File: src/rtl/aurora_cmd_pkg.sv
// Shared types and helpers for the Aurora command burst generator.
package aurora_cmd_pkg;

  typedef enum logic [2:0] {
    ST_IDLE        = 3'd0,
    ST_COLLECT     = 3'd1,
    ST_DROP        = 3'd2,
    ST_WAIT_CREDIT = 3'd3,
    ST_ISSUE_ADDR  = 3'd4,
    ST_ISSUE_DATA  = 3'd5
  } cmd_burst_state_t;

  // Position of the read flag inside an address beat.
  function automatic int unsigned rdflag_bit(input int unsigned data_width);
    return data_width - 1;
  endfunction

  // Index width for a buffer of the given depth (at least one bit).
  function automatic int unsigned buf_idx_width(input int unsigned depth);
    return (depth > 1) ? $clog2(depth) : 1;
  endfunction

endpackage

File: src/rtl/aurora_cmd_burst_gen_buffer.sv
// Write-burst staging RAM: synchronous write, combinational read, no reset.
module cmd_burst_buffer
  import aurora_cmd_pkg::*;
#(
  parameter int unsigned DATA_WIDTH = 32,
  parameter int unsigned MAX_BURST  = 16,
  localparam int unsigned IDX_WIDTH = $clog2(MAX_BURST + 1)
) (
  input  logic                  clk,
  input  logic                  wr_en_i,
  input  logic [IDX_WIDTH-1:0]  wr_idx_i,
  input  logic [DATA_WIDTH-1:0] wr_data_i,
  input  logic [IDX_WIDTH-1:0]  rd_idx_i,
  output logic [DATA_WIDTH-1:0] rd_data_c
);

  localparam int unsigned AW    = buf_idx_width(MAX_BURST);
  localparam int unsigned DEPTH = 1 << AW;

  logic [DATA_WIDTH-1:0] mem_q [DEPTH];

  always_ff @(posedge clk) begin
    if (wr_en_i) begin
      mem_q[AW'(wr_idx_i)] <= wr_data_i;
    end
  end

  assign rd_data_c = mem_q[AW'(rd_idx_i)];

endmodule

File: src/rtl/aurora_cmd_burst_gen.sv
// Splits Aurora command packets into an address channel (with beat count)
// and a data channel; reads are gated by an outstanding-read credit count.
module aurora_cmd_burst_gen
  import aurora_cmd_pkg::*;
#(
  parameter int unsigned DATA_WIDTH = 32,
  parameter int unsigned MAX_BURST  = 16,
  parameter int unsigned MAX_READS  = 4,
  localparam int unsigned LEN_WIDTH = $clog2(MAX_BURST + 1),
  localparam int unsigned RD_WIDTH  = $clog2(MAX_READS + 1)
) (
  input  logic                  aclk,
  input  logic                  aresetn,
  input  logic [DATA_WIDTH-1:0] s_axis_tdata,
  input  logic                  s_axis_tvalid,
  output logic                  s_axis_tready,
  input  logic                  s_axis_tlast,
  output logic [DATA_WIDTH-1:0] m_cmd_addr_tdata,
  output logic [LEN_WIDTH-1:0]  m_cmd_addr_tlen,
  output logic                  m_cmd_addr_tvalid,
  input  logic                  m_cmd_addr_tready,
  output logic [DATA_WIDTH-1:0] m_cmd_data_tdata,
  output logic                  m_cmd_data_tvalid,
  input  logic                  m_cmd_data_tready,
  output logic                  m_cmd_data_tlast,
  input  logic                  rd_done_i,
  output logic [RD_WIDTH-1:0]   rd_outstanding_o,
  output logic                  err_overlen_o
);

  localparam int unsigned RD_FLAG = rdflag_bit(DATA_WIDTH);
  localparam logic [LEN_WIDTH-1:0] BURST_MAX = LEN_WIDTH'(MAX_BURST);
  localparam logic [RD_WIDTH-1:0]  READS_MAX = RD_WIDTH'(MAX_READS);

  cmd_burst_state_t      state_q, state_d;
  logic [DATA_WIDTH-1:0] addr_q, addr_d;
  logic [LEN_WIDTH-1:0]  len_q, len_d;
  logic [LEN_WIDTH-1:0]  cnt_q, cnt_d;
  logic [LEN_WIDTH-1:0]  ptr_q, ptr_d;
  logic [RD_WIDTH-1:0]   rd_out_q, rd_out_d;
  logic                  err_q, err_d;

  logic in_hs;
  logic addr_hs;
  logic data_hs;
  logic buf_we;
  logic rd_inc;
  logic rd_dec;

  // Channel controls decode straight from the registered state.
  assign s_axis_tready     = (state_q == ST_IDLE) || (state_q == ST_COLLECT) ||
                             (state_q == ST_DROP);
  assign m_cmd_addr_tvalid = (state_q == ST_ISSUE_ADDR);
  assign m_cmd_data_tvalid = (state_q == ST_ISSUE_DATA);
  assign m_cmd_data_tlast  = (ptr_q == (len_q - LEN_WIDTH'(1)));
  assign m_cmd_addr_tdata  = addr_q;
  assign m_cmd_addr_tlen   = len_q;
  assign rd_outstanding_o  = rd_out_q;
  assign err_overlen_o     = err_q;

  assign in_hs   = s_axis_tvalid && s_axis_tready;
  assign addr_hs = m_cmd_addr_tvalid && m_cmd_addr_tready;
  assign data_hs = m_cmd_data_tvalid && m_cmd_data_tready;

  cmd_burst_buffer #(
    .DATA_WIDTH (DATA_WIDTH),
    .MAX_BURST  (MAX_BURST)
  ) u_buffer (
    .clk       (aclk),
    .wr_en_i   (buf_we),
    .wr_idx_i  (cnt_q),
    .wr_data_i (s_axis_tdata),
    .rd_idx_i  (ptr_q),
    .rd_data_c (m_cmd_data_tdata)
  );

  always_comb begin
    state_d  = state_q;
    addr_d   = addr_q;
    len_d    = len_q;
    cnt_d    = cnt_q;
    ptr_d    = ptr_q;
    err_d    = 1'b0;
    rd_out_d = rd_out_q;
    buf_we   = 1'b0;
    rd_inc   = 1'b0;
    rd_dec   = 1'b0;

    case (state_q)
      ST_IDLE: begin
        if (in_hs) begin
          addr_d = s_axis_tdata;
          if (s_axis_tlast) begin
            addr_d[RD_FLAG] = 1'b1;
            len_d           = '0;
            state_d         = (rd_out_q < READS_MAX) ? ST_ISSUE_ADDR : ST_WAIT_CREDIT;
          end else begin
            addr_d[RD_FLAG] = 1'b0;
            cnt_d           = '0;
            state_d         = ST_COLLECT;
          end
        end
      end

      ST_COLLECT: begin
        if (in_hs) begin
          if (cnt_q < BURST_MAX) begin
            buf_we = 1'b1;
            cnt_d  = cnt_q + LEN_WIDTH'(1);
            if (s_axis_tlast) begin
              len_d   = cnt_q + LEN_WIDTH'(1);
              state_d = ST_ISSUE_ADDR;
            end
          end else begin
            err_d = 1'b1;
            if (s_axis_tlast) begin
              len_d   = cnt_q;
              state_d = ST_ISSUE_ADDR;
            end else begin
              state_d = ST_DROP;
            end
          end
        end
      end

      // Buffer is full: swallow the rest of the packet.
      ST_DROP: begin
        if (in_hs) begin
          err_d = 1'b1;
          if (s_axis_tlast) begin
            len_d   = BURST_MAX;
            state_d = ST_ISSUE_ADDR;
          end
        end
      end

      ST_WAIT_CREDIT: begin
        if (rd_out_q < READS_MAX) begin
          state_d = ST_ISSUE_ADDR;
        end
      end

      ST_ISSUE_ADDR: begin
        if (addr_hs) begin
          if (addr_q[RD_FLAG]) begin
            state_d = ST_IDLE;
          end else begin
            ptr_d   = '0;
            state_d = ST_ISSUE_DATA;
          end
        end
      end

      ST_ISSUE_DATA: begin
        if (data_hs) begin
          if (m_cmd_data_tlast) begin
            state_d = ST_IDLE;
          end else begin
            ptr_d = ptr_q + LEN_WIDTH'(1);
          end
        end
      end

      default: begin
        state_d = ST_IDLE;
      end
    endcase

    // Issue and drain in the same cycle cancel; drain at zero is ignored.
    rd_inc = addr_hs && addr_q[RD_FLAG];
    rd_dec = rd_done_i && (rd_out_q != '0);
    if (rd_inc && !rd_dec) begin
      rd_out_d = rd_out_q + RD_WIDTH'(1);
    end else if (!rd_inc && rd_dec) begin
      rd_out_d = rd_out_q - RD_WIDTH'(1);
    end
  end

  always_ff @(posedge aclk or negedge aresetn) begin
    if (!aresetn) begin
      state_q  <= ST_IDLE;
      addr_q   <= '0;
      len_q    <= '0;
      cnt_q    <= '0;
      ptr_q    <= '0;
      rd_out_q <= '0;
      err_q    <= 1'b0;
    end else begin
      state_q  <= state_d;
      addr_q   <= addr_d;
      len_q    <= len_d;
      cnt_q    <= cnt_d;
      ptr_q    <= ptr_d;
      rd_out_q <= rd_out_d;
      err_q    <= err_d;
    end
  end

endmodule

File: config.mk
export PLATFORM = sky130hd
export DESIGN_NAME = aurora_cmd_burst_gen
export DESIGN_NICKNAME = d
export VERILOG_FILES = /design/src/rtl/aurora_cmd_pkg.sv /design/src/rtl/aurora_cmd_burst_gen_buffer.sv /design/src/rtl/aurora_cmd_burst_gen.sv
export SDC_FILE = /design/constraint.sdc
export NUM_CORES = 1
export LEC_CHECK = 0
export ABC_AREA = 1
export BUFFER_PORTS_ARGS = -buffer_cell sky130_fd_sc_hd__buf_2
export CAP_MARGIN = 20
export CORE_MARGIN = 3
export CORE_UTILIZATION = 25
export CTS_CLUSTER_SIZE = 10
export DETAILED_ROUTE_END_ITERATION = 10
export GPL_ROUTABILITY_DRIVEN = 0
export SYNTH_ARGS = -nofsm -noshare
export SYNTH_HDL_FRONTEND = slang
export SYNTH_SLANG_ARGS = --single-unit
File: constraint.sdc
create_clock -name aclk -period 4.4 [get_ports aclk]
set_input_delay 0.44 -clock aclk [delete_from_list [all_inputs] [get_ports aclk]]
set_output_delay 0.44 -clock aclk [all_outputs]
set_load 0.005 [all_outputs]
# After elaboration in Yosys (flattened, before gate mapping)
# Memories as Yosys holds them, arrays and structs flattened.
# Index checks and enable logic that the tools add are counted.
# W data, S select, Z words.
[classes] reduce_logical=22 n_mux=45 add_sub_neg=5 order_cmp=2 n_eq_ne=20
[op_table] cell="$mux W5" n=16
[op_table] cell="$mux W3" n=15
[op_table] cell="$ne A2 B2 Y1 const B" n=10
[op_table] cell="$pmux W5 S2" n=2
[op_table] cell="$pmux W3 S6" n=1
[op_table] cell="$pmux W5 S3" n=1
[op_table] cell="$reduce_and A7 Y1" n=2
[op_table] cell="$add A5 B1 Y5 const B" n=2
[op_table] cell="$reduce_and A5 Y1" n=2
[op_table] cell="$mux W1" n=9
[op_table] cell="$ne A2 B1 Y1 const B" n=4
[op_table] cell="$logic_and A1 B1 Y1" n=7
[op_table] cell="$eq A3 B2 Y1 const B" n=2
[op_table] cell="$eq A3 B3 Y1 const B" n=2
[op_table] cell="$reduce_bool A2 Y1" n=3
[op_table] cell="$reduce_bool A3 Y1" n=2
[op_table] cell="$eq A5 B5 Y1" n=1
[op_table] cell="$lt A5 B5 Y1 const B" n=1
[op_table] cell="$sub A5 B1 Y5 const B" n=1
[op_table] cell="$add A3 B1 Y3 const B" n=1
[op_table] cell="$eq A3 B1 Y1 const B" n=1
[op_table] cell="$logic_not A3 Y1" n=1
[op_table] cell="$lt A3 B3 Y1 const B" n=1
[op_table] cell="$sub A3 B1 Y3 const B" n=1
[op_table] cell="other kinds (4)" n=6
[totals] in_bits=39 word_cells=102 mem_bits_rw=512 memories=1 output_inout_bits=77 register_bits=54
[memory_table] memory="u_buffer.mem_q" depth=16 word_bits=32 read_ports=1 rd_clocked_by_memory_dff=0 write_ports=1 line_no="aurora_cmd_burst_gen_buffer.sv:20" source="logic [DATA_WIDTH-1:0] mem_q [DEPTH];"

# Logic depth before layout (Yosys ltp)
# Gate-level depths: netlist of the first run.
[depth] depth_word=8 mapped_depth=13

# Hierarchy
# Synthesis of the first run repeated with hierarchy kept, for this count alone.
[hier_totals] hier_cells=2368 area_unflattened_um2=24955.2
[by_module_without_submodules] module="cmd_burst_buffer" area_per_inst_um2=22089.9 instances=1 cells_per_inst=2088
[by_module_without_submodules] module="aurora_cmd_burst_gen" area_per_inst_um2=2865.2 instances=1 cells_per_inst=280

# Least setup slack after synthesis of the first run
# No wires, ideal clock.
[synth_path] path_kind="reg2reg" start="reg state_q[2]" end="mem u_buffer.mem_q[15][0] (enable)" path_slack_ns=0.818 arrival_ns=3.121 t_required_ns=3.939 path_stages_with_launch=6 period_less_slack_ns=3.582 setup_time_ns=0.461 n_path_buf=0 cell_sequence="dfrtp_1 > inv_2 > nand3_1 > nor2_1 > inv_1 > nor3_1"
[synth_via] elab_chain_cells=8 word_cells_on_any_way=10 classes_between="eq/ne (2); mux (4); reduce/logical (4)"
[synth_lines] item="from (decl)" line_no="aurora_cmd_burst_gen.sv:35" source="cmd_burst_state_t state_q, state_d;"
[synth_lines] item="from (signal assigned)" line_no="aurora_cmd_burst_gen.sv:189" source="state_q <= state_d;"
[synth_lines] item="$eq A3 B1 Y1 or $logic_not A3 Y1 (tied branches)" line_no="aurora_cmd_burst_gen.sv:51, aurora_cmd_burst_gen.sv:89"
[synth_lines] item="$logic_or A1 B1 Y1 (2 in series)" line_no="aurora_cmd_burst_gen.sv:51" source="assign s_axis_tready = (state_q == ST_IDLE) || (state_q == ST_COLLECT) ||"
[synth_lines] item="$logic_and A1 B1 Y1" line_no="aurora_cmd_burst_gen.sv:61" source="assign in_hs = s_axis_tvalid && s_axis_tready;"
[synth_lines] item="$mux W1" line_no="aurora_cmd_burst_gen.sv:106" source="if (in_hs) begin"
[synth_lines] item="$mux W1 *" line_no="aurora_cmd_burst_gen.sv:89" source="case (state_q)"
[synth_lines] item="$mux W1 *" line_no="aurora_cmd_burst_gen_buffer.sv:23" source="if (wr_en_i) begin"
[synth_lines] item="$mux W1 (implied by the code) *" line_no="aurora_cmd_burst_gen_buffer.sv:24" source="mem_q[AW'(wr_idx_i)] <= wr_data_i;"
[synth_lines] item="to (decl)" line_no="aurora_cmd_burst_gen_buffer.sv:20"
# Mark *: on every way between the ends. The rest lies on a longest branch, timed or not.

# Worst setup path in the final report of the first run
[layout_path] start="reg ptr_q[1]" end="out m_cmd_data_tdata[30]"
[layout_via] elab_chain_cells=1
[layout_lines] item="from (decl)" line_no="aurora_cmd_burst_gen.sv:39" source="logic [LEN_WIDTH-1:0] ptr_q, ptr_d;"
[layout_lines] item="from (signal assigned)" line_no="aurora_cmd_burst_gen.sv:193" source="ptr_q <= ptr_d;"
[layout_lines] item="$mem_v2 Z16 W32"
[layout_lines] item="to (decl)" line_no="aurora_cmd_burst_gen.sv:22" source="output logic [DATA_WIDTH-1:0] m_cmd_data_tdata,"
# Every way passes these cells.

==> results of run 1 <==
## metrics by stage
step | cells | instance area, um^2 | power (mW) | hold WS [ns]
2_1_floorplan | 1657 | 22600 | 8.65 | 0.144
3_3_place_gp | 2864 | 24500 | 9.89 | 0.470
3_5_place_dp | 2864 | 24500 | 9.97 | 0.477
4_1_cts | 2982 | 26800 | 15.7 | 0.124
5_1_grt | 2983 | 26800 | 16.3 | 0.166
6_report | 2983 | 26800 | 15.6 | 0.163
## tightest hold or removal path: stages
cell and delay, ns:
buf_2 0.16, nand2_1 0.08, a21oi_1 0.05
## worst min path at each step
| stage | start | slack [ns] | cells past startpoint | end |
|---|---|---|---|---|
| 5_1_grt | s_axis_tvalid | 0.17 | 3 | err_overlen_o |
| 3_5_place_dp | m_cmd_addr_tdata[11] | 0.48 | 1 | m_cmd_addr_tdata[11] |
| 4_1_cts | s_axis_tvalid | 0.12 | 3 | err_overlen_o |
| 6_report | s_axis_tvalid | 0.16 | 3 | err_overlen_o |
| 2_1_floorplan | aresetn | 0.14 | 0 | cnt_q[0] |
| 3_3_place_gp | m_cmd_addr_tdata[12] | 0.47 | 1 | m_cmd_addr_tdata[12] |
## report_power, final
group          internal, mW  total, mW  switching, mW
Combinational          1.11       3.45           2.33
Sequential             6.17       6.37          0.203
Clock                  3.49       5.73           2.24
Total                  10.8       15.6           4.78
## Yosys cell counts (all sizes together) (32+ instances only)
master,instances
inv,32
o221ai,95
edfxtp,512
mux2,32
clkbuf,57
o211ai,35
buf,53
o22ai,34
nand2,98
o21ai,272
nor2,293
nand3,51
dfrtp,54
## registers in the layout, summed over array words and instances, names as in the netlist
signal and flops:
m_cmd_addr_tlen 5, ptr_q 5, cnt_q 5, state_q 3, err_overlen_o 1, u_buffer.mem_q 512
m_cmd_addr_tdata 32, rd_outstanding_o 3
## layout make-up
type / instances / area (um^2) / share of cell area
inverter: 33 / 130 / 0.00486
antenna: 1 / 2.50 / 0.0000935
timing repair buffer: 153 / 916 / 0.0342
clock buffer: 103 / 1980 / 0.0740
tap: 1165 / 1460 / 0.0545
clock inverter: 14 / 284 / 0.0106
sequential: 566 / 16700 / 0.625
multi-input combinational: 948 / 5250 / 0.196
## layer usage
layer  share of wire  wire (um)  vias up  track usage
met5               0          0        -            0
met4           0.022       1450        0       0.0431
li1                -          -     6491            -
met1            0.44      28900     7427        0.189
met3           0.076       5010       96       0.0283
met2            0.46      30300      643        0.215
## cell families after synthesis
group / after synthesis / synth area share
adder cells (fa/ha/maj): 9 / 0.00533
multiplexers: 32 / 0.0160
AND/OR/NAND/NOR: 455 / 0.0823
AO/OA/AOI/OAI: 445 / 0.121
XOR/XNOR: 7 / 0.00272
flip-flops: 566 / 0.742
buffers and inverters: 143 / 0.0309
==> flow_summary.json, run 1 <==
{
  "die_area_um2": 93800,
  "max-vdd-ir-drop_uv": 426,
  "setup_ws_ns": 0.947,
  "grt_first_pass_wirelength_um": 96600,
  "crit_type": "reg -> out",
  "tns_ns": 0,
  "crit_cells": 7,
  "worstMarginPinSlew_ns": 1.17,
  "drt_iter0_drc": 1379,
  "status": "complete, no violations",
  "async_reset_ff_frac": 0.0954,
  "worstRegToRegCells": 8,
  "critPathLaunchType": "register",
  "fin_crit_ns": 3.45,
  "num_vias": 14700,
  "cts_made_buffers": 71,
  "ios": 116,
  "crit_start": "ptr_q[1]",
  "grt_use_total": 0.136,
  "area_delta_synth_final_pct": 18.7,
  "yosysTopAreaCell": "edfxtp_1",
  "clk_transition_reported_paths_ns": 0.06,
  "start_util": 0.254,
  "final_hold_viol_count": 0,
  "drc_errors": 0,
  "clk_latency_ns": 0.61,
  "min_period_over_period": 0.785,
  "place_ws_ns": 1.49,
  "syn_inst": 1657,
  "layout_common_cells": "512 x edfxtp_1, 274 x nor2_1, 235 x o21ai_0",
  "postCtsSetupRepairBufs": 0,
  "post_cts_resized": 0,
  "synthFlopType": "edfxtp_1",
  "mostFrequentLayoutCell": "edfxtp_1",
  "grt_pass1_vias": 14600,
  "max_slew_margin": 0.221,
  "final_util": 0.301,
  "r2r_slack_ns": 1.45,
  "cts_sinks": 566,
  "hold_buffers": 1,
  "fmax_mhz": 290,
  "cts_tree": "built",
  "core.rowCount": 109,
  "clockRootBuffer": "clkbuf_16",
  "io_buffers": 115,
  "path_cells": "clkinv_2 > buf_12 > o21ai_1 > o22ai_1 > o211ai_1 > nand2_1 > buf_2",
  "regToRegStartpoint": "state_q[2]",
  "required_ns": 3.96,
  "pwr_density_cell_nw_per_um2": 581,
  "critPathBufInv": 3,
  "arrival_ns": 3.01,
  "drive_above_1_share": 0.157,
  "crit_end": "m_cmd_data_tdata[30]",
  "n_fill_cell": 8846,
  "r2r_end": "u_buffer.mem_q[13][13]",
  "yosysUniqueCellTypes": 41,
  "routed_wl_um": 65700,
  "cp_max_fo": 65,
  "p_leak_nw": 8.93,
  "min_path_type": "in -> reg",
  "max_cap_violations": 0,
  "rsz0062_at_grt": "false",
  "final_nets": 1821,
  "netlist_area_um2": 22600,
  "post_drt_wl_per_cell_um": 22.0,
  "synthTopCellsByArea": "edfxtp_1 68%, dfrtp_1 6.0%, o21ai_0 5.2%",
  "finalSetupViolations": 0,
  "core_um2": 88900,
  "viasPerCell": 4.91,
  "hpwl_um": 35900,
  "drv_slew": 0,
  "synth_area_per_cell_um2": 13.6,
  "grt_overflow_total": 0,
  "netlist.area_leader.share": 0.682,
  "yosys_warnings": 0,
  "synth-seq-cells": 566,
  "crit_family": "buffers and inverters",
  "die_y_um": 306,
  "synth-edff-count": 512,
  "antenna_left": 0,
  "clock_path_buffers": 3,
  "grt_max_degree": 262,
  "dieWidth_um": 306,
  "crit_slowest_cell": "dfrtp_4",
  "end_kind": "output port",
  "h-tree-depth": 3,
  "clock_skew_ns": 0.0195,
  "first_pass_iters": 5,
  "slowest_delay_ns": 0.70,
  "ys_seq_area_frac": 0.742,
  "synth_fp_nets": 1705,
  "antenna_found_initial": 4
}
No activity file was read; power rests on OpenSTA's default activity.
==> inputs of run 2 (changes only) <==
clock period = 3.6 ns   (was 4.4 ns; I/O delays follow)
==> run 2 against run 1 <==
  * Setup slack got worse by 0.48 ns
  * Final cell count rose by 0.13%
  * Clock power rose by 15%
  * Non-clock buffer count fell by 3
  * Combinational power rose by 23%
  * Sequential power rose by 22%
  * Worst hold slack got worse by 0.086 ns
  * Count of clock-buffer cells in the layout rose by 5
  * Critical path depth fell by 2
  * Routed wire length fell by 2.2%
==> flow_summary.json, run 2 (synthesized netlist as in run 1, its figures left out) <==
{
  "status": "complete, no violations",
  "core_um2": 88900,
  "n_fill_cell": 8866,
  "core.rowCount": 109,
  "clk_latency_ns": 0.61,
  "cp_max_fo": 52,
  "first_pass_iters": 6,
  "ios": 116,
  "required_ns": 3.24,
  "grt_overflow_total": 0,
  "drv_slew": 0,
  "layout_common_cells": "512 x edfxtp_1, 274 x nor2_1, 235 x o21ai_0",
  "switchingPower_mw": 5.83,
  "comb_power_share": 0.228,
  "grt_pass1_vias": 14600,
  "multiInputGateArea_um2": 5250,
  "cts_tree": "built",
  "fmax_mhz": 319,
  "fin_crit_ns": 3.14,
  "power_mw": 18.6,
  "die_y_um": 306,
  "end_kind": "output port",
  "min_period_over_period": 0.871,
  "drive_above_1_share": 0.153,
  "p_int_mw": 12.7,
  "clock_skew_ns": 0.0301,
  "crit_start": "ptr_q[2]",
  "viasPerCell": 4.89,
  "critPathLaunchType": "register",
  "p_leak_nw": 8.87,
  "io_buffers": 115,
  "largest_reg_flops": 512,
  "start_util": 0.254,
  "min_from": "s_axis_tvalid",
  "die_area_um2": 93800,
  "power.share.sequential": 0.417,
  "drc_errors": 0,
  "drt_iter0_drc": 1373,
  "dieWidth_um": 306,
  "regToRegStartpoint": "state_q[1]",
  "clock_path_buffers": 3,
  "crit_type": "reg -> out",
  "clockRootBuffer": "clkbuf_16",
  "grt_max_degree": 189,
  "switching_share": 0.314,
  "layout.area.seq_um2": 16700,
  "path_cells": "buf_4 > o221ai_1 > o211ai_1 > nand2_1 > buf_2",
  "post_drt_wl_per_cell_um": 21.5,
  "regMostFlops": "u_buffer.mem_q",
  "min_path_type": "in -> reg",
  "antenna_found_initial": 5,
  "final_area_um2": 26800,
  "pwr_density_cell_nw_per_um2": 694,
  "grt_use_total": 0.133,
  "p_clk_frac": 0.355,
  "slowest_delay_ns": 0.69,
  "max_cap_violations": 0,
  "finalSetupViolations": 0,
  "final_nets": 1817,
  "place_area_um2": 24600,
  "hpwl_um": 34600,
  "grt_first_pass_wirelength_um": 94400,
  "cts_sinks": 566,
  "max-vdd-ir-drop_uv": 457,
  "max_slew_margin": 0.419,
  "antenna_left": 0,
  "worstMarginPinSlew_ns": 0.872,
  "cts_made_buffers": 70,
  "final_hold_viol_count": 0,
  "clk_transition_reported_paths_ns": 0.06,
  "routed_wl_um": 64300,
  "arrival_ns": 2.78,
  "crit_slowest_cell": "dfrtp_4",
  "postCtsSetupRepairBufs": 0,
  "num_vias": 14600,
  "tns_ns": 0,
  "area_delta_synth_final_pct": 18.6,
  "rsz0062_at_grt": "false",
  "mostFrequentLayoutCell": "edfxtp_1",
  "h-tree-depth": 3
}
==> run 2: routing by layer <==
layer / up-vias / global-route usage / part of all wire
met1: 7420 / 0.184 / 0.44
met3: 95 / 0.0253 / 0.076
met4: 2 / 0.0412 / 0.022
met5: - / 0 / 0.00019
li1: 6479 / - / -
met2: 609 / 0.212 / 0.47
==> run 2: power groups by stage <==
stage | combinational [mW] | sequential, mW | clock (mW)
detailed placement | 4.29 | 7.89 | 0
CTS | 4.31 | 7.76 | 6.76
global route | 4.74 | 7.79 | 7.00
finish | 4.24 | 7.75 | 6.59
global placement | 4.20 | 7.87 | 0
floorplan | 2.71 | 7.86 | 0
==> run 2: worst paths after layout <==
check / endpoint / slack, ns / depth (start not counted)
max: m_cmd_data_tdata[10] / 0.46 / 5
min: err_overlen_o / 0.08 / 3
max reg2reg: u_buffer.mem_q[2][7] / 0.85 / 8
min reg2reg: m_cmd_addr_tdata[16] / 0.48 / 1
max in group asynchronous: rd_outstanding_o[2] / 2.48 / 3
min in group asynchronous: m_cmd_addr_tdata[15] / 0.40 / 2
==> run 2: metrics by stage <==
| stage | std cells | hold slack [ns] | setup WS (ns) | util |
|---|---|---|---|---|
| detailed placement | 2861 | 0.475 | 0.841 | 0.276 |
| CTS | 2985 | 0.0236 | 0.415 | 0.301 |
| finish | 2987 | 0.0767 | 0.464 | 0.301 |
| floorplan | 1657 | 0.0644 | 0.0181 | - |
| global route | 2986 | 0.0958 | 0.297 | 0.301 |
| global placement | 2861 | 0.470 | 0.930 | 0.276 |
==> run 2: repair_timing <==
| action | CTS | global route |
|---|---|---|
| hold buffers | 1 | 0 |
| hold endpoints to repair | 42 | 0 |
| resized for setup | 0 | 0 |
==> run 2: area by class of cell <==
type / count / area share
Multi-Input combinational cell: 948 / 0.196
Tap cell: 1165 / 0.0545
Clock buffer: 108 / 0.0719
Inverter: 33 / 0.00486
Clock inverter: 15 / 0.00912
Antenna cell: 2 / 0.000187
Sequential cell: 566 / 0.626
Timing Repair Buffer: 150 / 0.0376
==> run 2: worst max-delay path: cells and delay by family, from the launching register on <==
| family | cells | cell delay (ns) |
|---|---|---|
| compound gates | 2 | 0.43 |
| buf+inv | 2 | 0.85 |
| flops | 1 | 0.69 |
| simple gates | 1 | 0.17 |
==> inputs of run 3 (changes only) <==
PLACE_DENSITY = 0.44   (was not set)
RECOVER_POWER = 100   (was not set)
==> run 3 against run 2 <==
  * Core utilization down 0.30 points
  * Non-clock buffer count is 9 higher
  * Routed wire length increased by 5.3%
  * First-iteration DRC count down 23%
  * Clock power fell by 1%
  * Cell area shrank 1.0%
  * Sequential power about the same
  * Setup slack lost 0.16 ns
  * Maximum frequency decreased by 4.8%
  * Register-to-register slack got worse by 0.43 ns
==> flow_summary.json, run 3 (synthesized netlist as in run 1, its figures left out) <==
{
  "post_drt_wl_per_cell_um": 22.6,
  "min_path_type": "in -> reg",
  "mostFrequentLayoutCell": "edfxtp_1",
  "grt_max_degree": 208,
  "r2r_end": "u_buffer.mem_q[10][23]",
  "max-vdd-ir-drop_uv": 579,
  "cts_tree": "built",
  "cts_made_buffers": 70,
  "p_leak_nw": 8.62,
  "max_slew_margin": 0.0447,
  "clk_latency_ns": 0.59,
  "first_pass_iters": 5,
  "viasPerCell": 4.78,
  "final_nets": 1826,
  "dieWidth_um": 306,
  "h-tree-depth": 3,
  "switching_share": 0.310,
  "r2r_slack_ns": 0.42,
  "post_cts_resized": 0,
  "finalSetupViolations": 0,
  "io_buffers": 115,
  "layout_common_cells": "512 x edfxtp_1, 281 x nor2_1, 235 x o21ai_0",
  "final_hold_viol_count": 0,
  "fin_crit_ns": 3.29,
  "area_delta_synth_final_pct": 17.5,
  "cts_sinks": 566,
  "hold_ws_ns": 0.0905,
  "p_clk_frac": 0.353,
  "grt_first_pass_wirelength_um": 98800,
  "core.rowCount": 109,
  "hpwl_um": 36300,
  "clk_transition_reported_paths_ns": 0.06,
  "grt_pass1_vias": 14100,
  "die_y_um": 306,
  "drive_above_1_share": 0.102,
  "power_mw": 18.4,
  "die_area_um2": 93800,
  "p_int_mw": 12.7,
  "arrival_ns": 2.93,
  "switchingPower_mw": 5.70,
  "grt_use_total": 0.142,
  "regToRegStartpoint": "state_q[1]",
  "status": "complete, no violations",
  "antenna_found_initial": 6,
  "core_um2": 88900,
  "ios": 116,
  "crit_type": "reg -> out",
  "clockRootBuffer": "clkbuf_16",
  "setup_ws_ns": 0.307,
  "worstRegToRegCells": 8,
  "rsz0062_at_grt": "false",
  "min_from": "s_axis_tvalid",
  "num_vias": 14300,
  "drv_slew": 0,
  "tns_ns": 0,
  "path_cells": "inv_4 > clkbuf_2 > o21ai_0 > o221ai_1 > nand3_1 > nand2_1 > clkbuf_1",
  "num_antenna_cells": 0,
  "clock_path_buffers": 3,
  "largest_reg_flops": 512,
  "start_util": 0.254,
  "drt_iter0_drc": 1052,
  "min_to": "err_overlen_o",
  "crit_slowest_cell": "inv_4",
  "worstMarginPinSlew_ns": 1.43,
  "min_delay_path_depth": 3,
  "min_period_over_period": 0.915,
  "fmax_mhz": 304,
  "end_kind": "output port",
  "comb_power_share": 0.226,
  "max_cap_violations": 0,
  "cp_max_fo": 68,
  "routed_wl_um": 67700,
  "critPathLaunchType": "register",
  "clock_skew_ns": 0.0155,
  "drc_errors": 0,
  "antenna_left": 0,
  "power.share.sequential": 0.421,
  "place_ws_ns": 0.961,
  "slowest_delay_ns": 0.57,
  "grt_overflow_total": 0,
  "regMostFlops": "u_buffer.mem_q",
  "pwr_density_cell_nw_per_um2": 695,
  "required_ns": 3.24
}
run 3: power groups by stage:
stage,clock network (mW),registers (mW),logic (mW)
2_1_floorplan,0,7.86,2.71
3_3_place_gp,0,7.88,4.34
3_5_place_dp,0,7.90,4.37
4_1_cts,6.71,7.76,4.39
5_1_grt,6.97,7.80,4.68
6_report,6.50,7.76,4.16
run 3: metal layers:
layer / wire length (um) / vias to the layer above / GRT usage
met4: 1390 / 2 / 0.0359
li1: - / 6495 / -
met2: 31000 / 417 / 0.223
met5: 13 / - / 0
met3: 3350 / 108 / 0.0258
met1: 31900 / 7268 / 0.203
run 3: stage by stage:
stage,std cells,instance area [um^2],util
floorplan,1657,22600,-
global placement,2870,24700,0.278
detailed placement,2870,24700,0.278
CTS,2989,26800,0.301
global route,2989,26500,0.298
finish,2989,26500,0.298
run 3: worst max path at each step:
stage	from	to	slack (ns)	cells after the start
after global routing	state_q[1]	u_buffer.mem_q[10][23]	0.1	8
after global placement	ptr_q[0]	m_cmd_data_tdata[14]	0.94	6
after floorplan	state_q[2]	u_buffer.mem_q[15][0]	0.02	5
after detailed placement	ptr_q[0]	m_cmd_data_tdata[14]	0.96	6
final	ptr_q[0]	m_cmd_data_tdata[30]	0.31	7
after CTS	ptr_q[0]	m_cmd_data_tdata[14]	0.32	6
run 3: worst max-delay path, delay by kind of cell (launching register included):
kind	cells	cell delay [ns]
buf+inv	3	1.15
simple gates	2	0.24
flops	1	0.50
compound gates	2	0.35
run 3: timing repair:
action	4_1_cts	5_1_grt
setup buffers	0	0
hold buffers	1	0
endpoints found under the hold margin	42	0
run 3: final cells by class:
cell class | instances | area [um^2]
Clock buffer | 104 | 1980
Fill cell | 9032 | 62400
Timing Repair Buffer | 159 | 897
Sequential cell | 566 | 16700
Multi-Input combinational cell | 948 | 5170
Clock inverter | 14 | 111
Tap cell | 1165 | 1460
Inverter | 33 | 128
